===== src/rtl/branch_inflight_tracker.sv =====
// rtl/branch_inflight_tracker.sv - per-tag tracker for unresolved branches between decode and the instruction queue
//
// Hands out one tag per branch lane of an accepted decode group, frees tags on
// resolve, squashes the resolving tag plus every younger tag on a mispredict,
// and stalls decode when the free tags cannot cover the whole group.
// Optional statistics outputs are built only when BRANCH_TRACKER_STATS_EN is defined.
//
// Ports:
//   clk, rst_n            clock, asynchronous active-low reset
//   dec_valid_i           decode group valid
//   dec_branch_mask_i     per-lane branch flag, lane 0 oldest
//   iq_ready_i            instruction queue can take the whole group
//   dec_ready_o           group accepted this cycle
//   alloc_valid_o         lane received a tag
//   alloc_id_o            tag per lane, lane i at [i*ID_BITS +: ID_BITS]
//   resolve_valid_i       a branch resolved
//   resolve_id_i          tag being resolved
//   resolve_mispredict_i  resolution was a mispredict
//   flush_i               full pipeline flush
//   squash_mask_o         tags killed last cycle (one-cycle pulse)
//   inflight_cnt_o        number of occupied tags
//   stall_o               valid group blocked by tag shortage
//   stat_*_o              stall cycles, peak occupancy, mispredicts (stats build only)

module branch_inflight_tracker #(
    parameter int DECODE_WIDTH  = 2,
    parameter int MAX_BRANCH_IF = 4,
    parameter int ID_BITS       = $clog2(MAX_BRANCH_IF)
) (
    input  logic                            clk,
    input  logic                            rst_n,
    input  logic                            dec_valid_i,
    input  logic [DECODE_WIDTH-1:0]         dec_branch_mask_i,
    input  logic                            iq_ready_i,
    output logic                            dec_ready_o,
    output logic [DECODE_WIDTH-1:0]         alloc_valid_o,
    output logic [DECODE_WIDTH*ID_BITS-1:0] alloc_id_o,
    input  logic                            resolve_valid_i,
    input  logic [ID_BITS-1:0]              resolve_id_i,
    input  logic                            resolve_mispredict_i,
    input  logic                            flush_i,
    output logic [MAX_BRANCH_IF-1:0]        squash_mask_o,
    output logic [ID_BITS:0]                inflight_cnt_o,
    output logic                            stall_o
`ifdef BRANCH_TRACKER_STATS_EN
    ,
    output logic [31:0]                     stat_stall_cycles_o,
    output logic [ID_BITS:0]                stat_peak_inflight_o,
    output logic [31:0]                     stat_mispredicts_o
`endif
);

    // Wide enough to hold both a full tag count and a full lane count.
    localparam int CW = ID_BITS + 3;

    logic [MAX_BRANCH_IF-1:0] busy_q;
    logic [MAX_BRANCH_IF-1:0] age_q [MAX_BRANCH_IF];

    logic [MAX_BRANCH_IF-1:0] busy_n;
    logic [MAX_BRANCH_IF-1:0] age_n [MAX_BRANCH_IF];
    logic [MAX_BRANCH_IF-1:0] squash_n;
    logic [ID_BITS:0]         busy_cnt_n;

    logic [MAX_BRANCH_IF-1:0] alloc_set;
    logic [MAX_BRANCH_IF-1:0] alloc_row [MAX_BRANCH_IF];
    logic [MAX_BRANCH_IF-1:0] kill;
    logic                     mis_hit;
    logic [CW-1:0]            need_cnt;
    logic [CW-1:0]            free_cnt;
    logic                     fire;

    function automatic logic [ID_BITS:0] pop_tags(input logic [MAX_BRANCH_IF-1:0] v);
        logic [ID_BITS:0] c;
        c = '0;
        for (int i = 0; i < MAX_BRANCH_IF; i++) begin
            c = c + (ID_BITS+1)'(v[i]);
        end
        return c;
    endfunction

    function automatic logic [CW-1:0] pop_lanes(input logic [DECODE_WIDTH-1:0] v);
        logic [CW-1:0] c;
        c = '0;
        for (int i = 0; i < DECODE_WIDTH; i++) begin
            c = c + CW'(v[i]);
        end
        return c;
    endfunction

    // Free tags come from the registered bitmap only, so a tag released this
    // cycle is never handed out again before the next edge.
    assign need_cnt    = pop_lanes(dec_branch_mask_i);
    assign free_cnt    = CW'(MAX_BRANCH_IF) - CW'(pop_tags(busy_q));
    assign stall_o     = dec_valid_i & (need_cnt > free_cnt) & ~flush_i;
    assign dec_ready_o = iq_ready_i & ~stall_o & ~flush_i
                       & ~(resolve_valid_i & resolve_mispredict_i);
    assign fire        = dec_valid_i & dec_ready_o;

    // Lane-ordered allocation: each branch lane takes the lowest tag that is
    // neither busy nor already taken by an older lane of the same group. The
    // age row of a new tag is everything busy plus the older lanes' new tags.
    always_comb begin
        logic found;
        alloc_set     = '0;
        alloc_valid_o = '0;
        alloc_id_o    = '0;
        found         = 1'b0;
        for (int k = 0; k < MAX_BRANCH_IF; k++) begin
            alloc_row[k] = '0;
        end
        for (int i = 0; i < DECODE_WIDTH; i++) begin
            found = 1'b0;
            if (fire && dec_branch_mask_i[i]) begin
                for (int k = 0; k < MAX_BRANCH_IF; k++) begin
                    if (!found && !busy_q[k] && !alloc_set[k]) begin
                        found                              = 1'b1;
                        alloc_row[k]                       = busy_q | alloc_set;
                        alloc_set[k]                       = 1'b1;
                        alloc_id_o[i*ID_BITS +: ID_BITS]   = ID_BITS'(k);
                        alloc_valid_o[i]                   = 1'b1;
                    end
                end
            end
        end
    end

    // Kill set for a mispredict: the resolving tag plus every busy tag whose
    // age row says the resolving tag is older than it.
    always_comb begin
        kill    = '0;
        mis_hit = resolve_valid_i & resolve_mispredict_i & busy_q[resolve_id_i];
        if (mis_hit) begin
            kill[resolve_id_i] = 1'b1;
            for (int j = 0; j < MAX_BRANCH_IF; j++) begin
                if (busy_q[j] && age_q[j][resolve_id_i]) begin
                    kill[j] = 1'b1;
                end
            end
        end
    end

    // A newly allocated tag is younger than every existing tag, so its column
    // is cleared in all other rows; stale bits from a previous owner of that
    // tag would otherwise make an older branch look younger.
    always_comb begin
        busy_n   = busy_q;
        squash_n = '0;
        for (int j = 0; j < MAX_BRANCH_IF; j++) begin
            age_n[j] = age_q[j];
        end
        if (flush_i) begin
            busy_n   = '0;
            squash_n = busy_q;
            for (int j = 0; j < MAX_BRANCH_IF; j++) begin
                age_n[j] = '0;
            end
        end else begin
            if (mis_hit) begin
                busy_n   = busy_n & ~kill;
                squash_n = kill;
            end else if (resolve_valid_i && !resolve_mispredict_i) begin
                busy_n[resolve_id_i] = 1'b0;
            end
            busy_n = busy_n | alloc_set;
            for (int j = 0; j < MAX_BRANCH_IF; j++) begin
                age_n[j] = alloc_set[j] ? alloc_row[j] : (age_q[j] & ~alloc_set);
            end
        end
        busy_cnt_n = pop_tags(busy_n);
    end

    always_ff @(posedge clk or negedge rst_n) begin
        if (!rst_n) begin
            busy_q         <= '0;
            squash_mask_o  <= '0;
            inflight_cnt_o <= '0;
            for (int j = 0; j < MAX_BRANCH_IF; j++) begin
                age_q[j] <= '0;
            end
        end else begin
            busy_q         <= busy_n;
            squash_mask_o  <= squash_n;
            inflight_cnt_o <= busy_cnt_n;
            for (int j = 0; j < MAX_BRANCH_IF; j++) begin
                age_q[j] <= age_n[j];
            end
        end
    end

`ifdef BRANCH_TRACKER_STATS_EN
    always_ff @(posedge clk or negedge rst_n) begin
        if (!rst_n) begin
            stat_stall_cycles_o  <= '0;
            stat_peak_inflight_o <= '0;
            stat_mispredicts_o   <= '0;
        end else begin
            if (stall_o && (stat_stall_cycles_o != '1)) begin
                stat_stall_cycles_o <= stat_stall_cycles_o + 32'd1;
            end
            if (busy_cnt_n > stat_peak_inflight_o) begin
                stat_peak_inflight_o <= busy_cnt_n;
            end
            if (!flush_i && mis_hit && (stat_mispredicts_o != '1)) begin
                stat_mispredicts_o <= stat_mispredicts_o + 32'd1;
            end
        end
    end
`endif

    resolve_busy_a: assert property (@(posedge clk) disable iff (!rst_n)
        (resolve_valid_i && !flush_i) |-> busy_q[resolve_id_i]);

endmodule


===== config.mk =====
export PLATFORM = sky130hd
export DESIGN_NAME = branch_inflight_tracker
export DESIGN_NICKNAME = d
export VERILOG_FILES = /design/src/rtl/branch_inflight_tracker.sv
export SDC_FILE = /design/constraint.sdc
export NUM_CORES = 1
export LEC_CHECK = 0
export CAP_MARGIN = 20
export CORE_MARGIN = 3
export CORE_UTILIZATION = 35
export DETAILED_ROUTE_END_ITERATION = 8
export GPL_TIMING_DRIVEN = 0
export SLEW_MARGIN = 20
export SYNTH_ARGS = -nofsm -noshare
export SYNTH_HDL_FRONTEND = slang
export SYNTH_SLANG_ARGS = --single-unit

===== constraint.sdc =====
create_clock -name clk -period 8.9 [get_ports clk]
set_clock_uncertainty 0.1 [all_clocks]
set_input_delay 1.335 -clock clk [delete_from_list [all_inputs] [get_ports clk]]
set_output_delay 1.335 -clock clk [all_outputs]
set_load 0.01 [all_outputs]

==> results by group, run 1 <==
Clocking
  – Cts repair resizes: 0
  – Clock Tree Root: clkbuf_8
  – Total CTS buffers: 3
  – Clock tree from TritonCTS: yes
  – Post-CTS setup buffer count: 0
  – Longest Clk Path Bufs: 2
  – CTS Hold Bufs: 0
  – Clk_lat worst skew: 0.26 ns
  – H-tree depth: 1
  – Clk sinks: 23
  – Clock transition at path regs: 0.08 ns

Power and ir drop
  – Clock power share: 28.6%
  – Pwr per Cell Area: 107 mW/mm^2
  – Switching part of the total: ~29%
  – Int Power: 159 uW
  – Max VDD drop: 0.0641 mV
  – Psw: 63.9 uW
  – Lkg Pwr: 0.852 nW
  – Comb power frac: 22.9%
  – Reg power frac: 48.5%

Setup path
  – CP endpoint: alloc_id_o[3]
  – Startpoint Class: flip-flop
  – Crit end category: output pin
  – Crit-path max FO: 10
  – FF-to-FF setup slack: just over 4 ns
  – Critical path class: reg2out
  – Worst setup startpoint: busy_q[3]$_DFF_PN0_
  – WP data arrival: 4.49 ns
  – RR Startpoint: busy_q[3]$_DFF_PN0_
  – Cells on worst reg2reg path: 16
  – Worst Path Required: 7.47 ns
  – Worst R2R End: inflight_cnt_o[1]$_DFF_PN0_

Floorplan
  – Row count: 24
  – Initial Util: roughly 38%
  – Width of the die: 76.1 um
  – I/O pin total: 26
  – Core box area: 0.00453 sq mm
  – Die Y: 76.1 um
  – Die area: 0.00579 sq mm

Global routing
  – Global-route wire length before repair: 7.96 mm
  – Most Crowded Layer GR: met2
  – Initial antenna violation count: 0
  – Largest net degree at the start of global routing: 24
  – Met3 Use GR: about 3.7%
  – Grt ovf: 0
  – GRT Total Usage: between 10% and 20%
  – GR Layer Usage met2: 26.9%
  – Number of global-route vias before repair: around 1600
  – Met1 usage: about a quarter

Synth
  – Synth Flop Type: dfrtp_1
  – Synthesis Warnings: 0
  – Largest cells by area after synthesis: dfrtp_1 (34%), ha_1 (5.1%), a21oi_1 (3.5%)
  – Post-Synthesis Cells: between 150 and 200
  – Syn_area_per_cell: 9.29 sq um
  – Net count after synthesis: between 200 and 250
  – Top cell type's share of synthesized area: 33.5%
  – Seq cells post-synth: 23
  – Seq/Total Area, Yosys: 33.5%
  – EDFF count, synth: 0
  – Synth cell types: 54
  – Post-Syn Area: 0.00172 sq mm
  – Asr flop ratio synth: 100%
  – Cell accounting for the most synthesized area: dfrtp_1

Cells and area
  – Filler Cell Count: between 400 and 500
  – Non-Filler Instances: 279
  – Final net count: ~240
  – FF/Latch Area: 576 sq um
  – Layout cells sized above 1: 11.7%
  – ANT cells: 0
  – Area delta synth->final: 21.6%
  – Multi-input gate area: roughly 0.001 sq mm

Routing
  – DRC violations left: 0
  – Vias: between 1500 and 2000
  – Wirelength per Cell: 17.0 um
  – Final antenna-violating net count: 0
  – Via density: 5.80
  – Starting DRT DRC Count: 275
  – Drt first pass iters: 4
  – DRT Wirelength: between 4 and 5 mm

Place
  – IO buf count: 25
  – Pre-CTS setup slack: 3.31 ns
  – Final RePlAce weighted congestion: 0.873
  – Placed insts: 275
  – Detail Placement HPWL: roughly 3.5 mm

Run status
  – Outcome: finished clean

Timing
  – Post-layout min period: ~5.9 ns
  – WHS: 0.412 ns
  – Slew headroom: 59.1%
  – Final WS setup: 2.97 ns
  – Max frequency: roughly 170 MHz
  – Hold Fails Final Rpt: 0
  – Post-Route Setup TNS: 0 ns
  – Setup violations, final: 0
  – Final period utilization: 66.6%
  – RSZ-0062 raised after global routing: false
  – Max-slew violation count: 0
  – Actual slew at the worst max-slew pin: 0.608 ns

Run
  – Max Cap Viol: 0

Min path
  – Worst Hold Class: reg2reg
==> flip-flops by register name, indices dropped and copies added, names as in the netlist <==
signal	count
age_q	12
squash_mask_o	4
busy_q	4
inflight_cnt_o	3
==> how the worst min path moves through the flow <==
| stage | start | end | slack (ns) | depth (start not counted) |
|---|---|---|---|---|
| 2_1_floorplan | age_q[0]$_DFF_PN0_ | age_q[0]$_DFF_PN0_ | 0.37 | 1 |
| 3_3_place_gp | age_q[8]$_DFF_PN0_ | age_q[8]$_DFF_PN0_ | 0.39 | 1 |
| 3_5_place_dp | age_q[0]$_DFF_PN0_ | age_q[0]$_DFF_PN0_ | 0.40 | 1 |
| 4_1_cts | age_q[0]$_DFF_PN0_ | age_q[0]$_DFF_PN0_ | 0.42 | 1 |
| 5_1_grt | age_q[0]$_DFF_PN0_ | age_q[0]$_DFF_PN0_ | 0.43 | 1 |
| 6_report | age_q[8]$_DFF_PN0_ | age_q[8]$_DFF_PN0_ | 0.41 | 1 |
==> kinds of logic after synthesis <==
| logic type | Yosys count | synth area share, % |
|---|---|---|
| compound gates | 63 | 26.7 |
| fa+ha+maj | 11 | 8.59 |
| mux | 3 | 2.62 |
| simple gates | 56 | 20.8 |
| flops | 23 | 33.5 |
| buf+inv | 29 | 7.87 |
==> power groups by stage <==
stage	Clock, mW	Sequential [mW]	Combinational, mW
after detailed placement	0	0.110	0.0512
after floorplan	0	0.110	0.0298
after global placement	0	0.110	0.0504
final	0.0636	0.108	0.0511
after CTS	0.0661	0.108	0.0512
after global routing	0.0692	0.108	0.0566
==> metal layers <==
layer | part of all wire, % | up-vias
li1 | - | 758
met1 | 45 | 776
met2 | 47 | 72
met3 | 7.2 | 12
met4 | 1.3 | 0
met5 | 0 | -
==> cells in the mapped netlist (4+ instances only) <==
| cell type | n |
|---|---|
| a21o_1 | 4 |
| buf_2 | 6 |
| inv_1 | 13 |
| nand3_1 | 5 |
| o21ai_0 | 11 |
| clkbuf_1 | 7 |
| nand2_1 | 11 |
| a21oi_1 | 12 |
| ha_1 | 7 |
| o22ai_1 | 4 |
| nor3_1 | 4 |
| dfrtp_1 | 23 |
| o31ai_1 | 7 |
| nor2_1 | 5 |
==> through the flow <==
stage	total power [mW]	util, %	instance area [sq um]
detailed placement	0.161	45.2	2050
finish	0.223	46.1	2090
global route	0.234	46.1	2090
global placement	0.161	45.2	2050
floorplan	0.140	-	1720
CTS	0.225	46.2	2090
==> critical path: stages, from the launching register on <==
cell	delay, ns
dfrtp_1	0.53
clkbuf_1	0.43
inv_1	0.23
fa_1	0.47
ha_1	0.20
ha_1	0.28
inv_1	0.04
ha_1	0.28
nor2b_4	0.13
o21ai_1	0.46
nand2_1	0.20
a2111oi_2	0.39
clkdlybuf4s50_1	0.59
==> layout by cell type (no fill, tap or decap), drive strengths merged, types with 5 or more instances in the layout <==
master / n
a21oi: 12
clkbuf: 11
buf: 10
ha: 7
clkdlybuf4s50: 24
nand2: 11
nand3: 6
nor2: 5
dfrtp: 23
o21ai: 12
o31ai: 7
inv: 13
==> area by class of cell <==
cell class | count | area share, %
repair buffers | 25 | 11.7
multi-input cells | 133 | 48.2
well taps | 65 | 3.89
flip-flops and latches | 23 | 27.5
inverters | 13 | 2.34
plain buffers | 16 | 4.13
clock buffers | 4 | 2.16
Note: power is estimated with default switching activity, not from simulation.
==> inputs of run 2 (changes only) <==
Clock period 8.9 ns to 6 ns, I/O delays scaled along.
==> results of run 2 <==
Same layout as run 1 (identical final DEF). Status: finished clean.
Main changes from that run: setup slack after placement 3.31 ns -> 0.850 ns; setup slack after layout 2.97 ns -> 0.505 ns; register-to-register setup slack 4.07 ns -> 1.17 ns; total power 0.223 mW -> 0.330 mW; worst IR drop on VDD 0.0641 mV -> 0.0951 mV
==> inputs of run 3 (changes only) <==
Settings changed: CTS_CLUSTER_SIZE set to 24.
==> results of run 3 <==
Same layout as run 1 (identical final DEF). Status: finished clean.
Main changes from that run: setup slack after placement 3.31 ns -> 0.850 ns; setup slack after layout 2.97 ns -> 0.505 ns; register-to-register setup slack 4.07 ns -> 1.17 ns; total power 0.223 mW -> 0.330 mW; worst IR drop on VDD 0.0641 mV -> 0.0951 mV
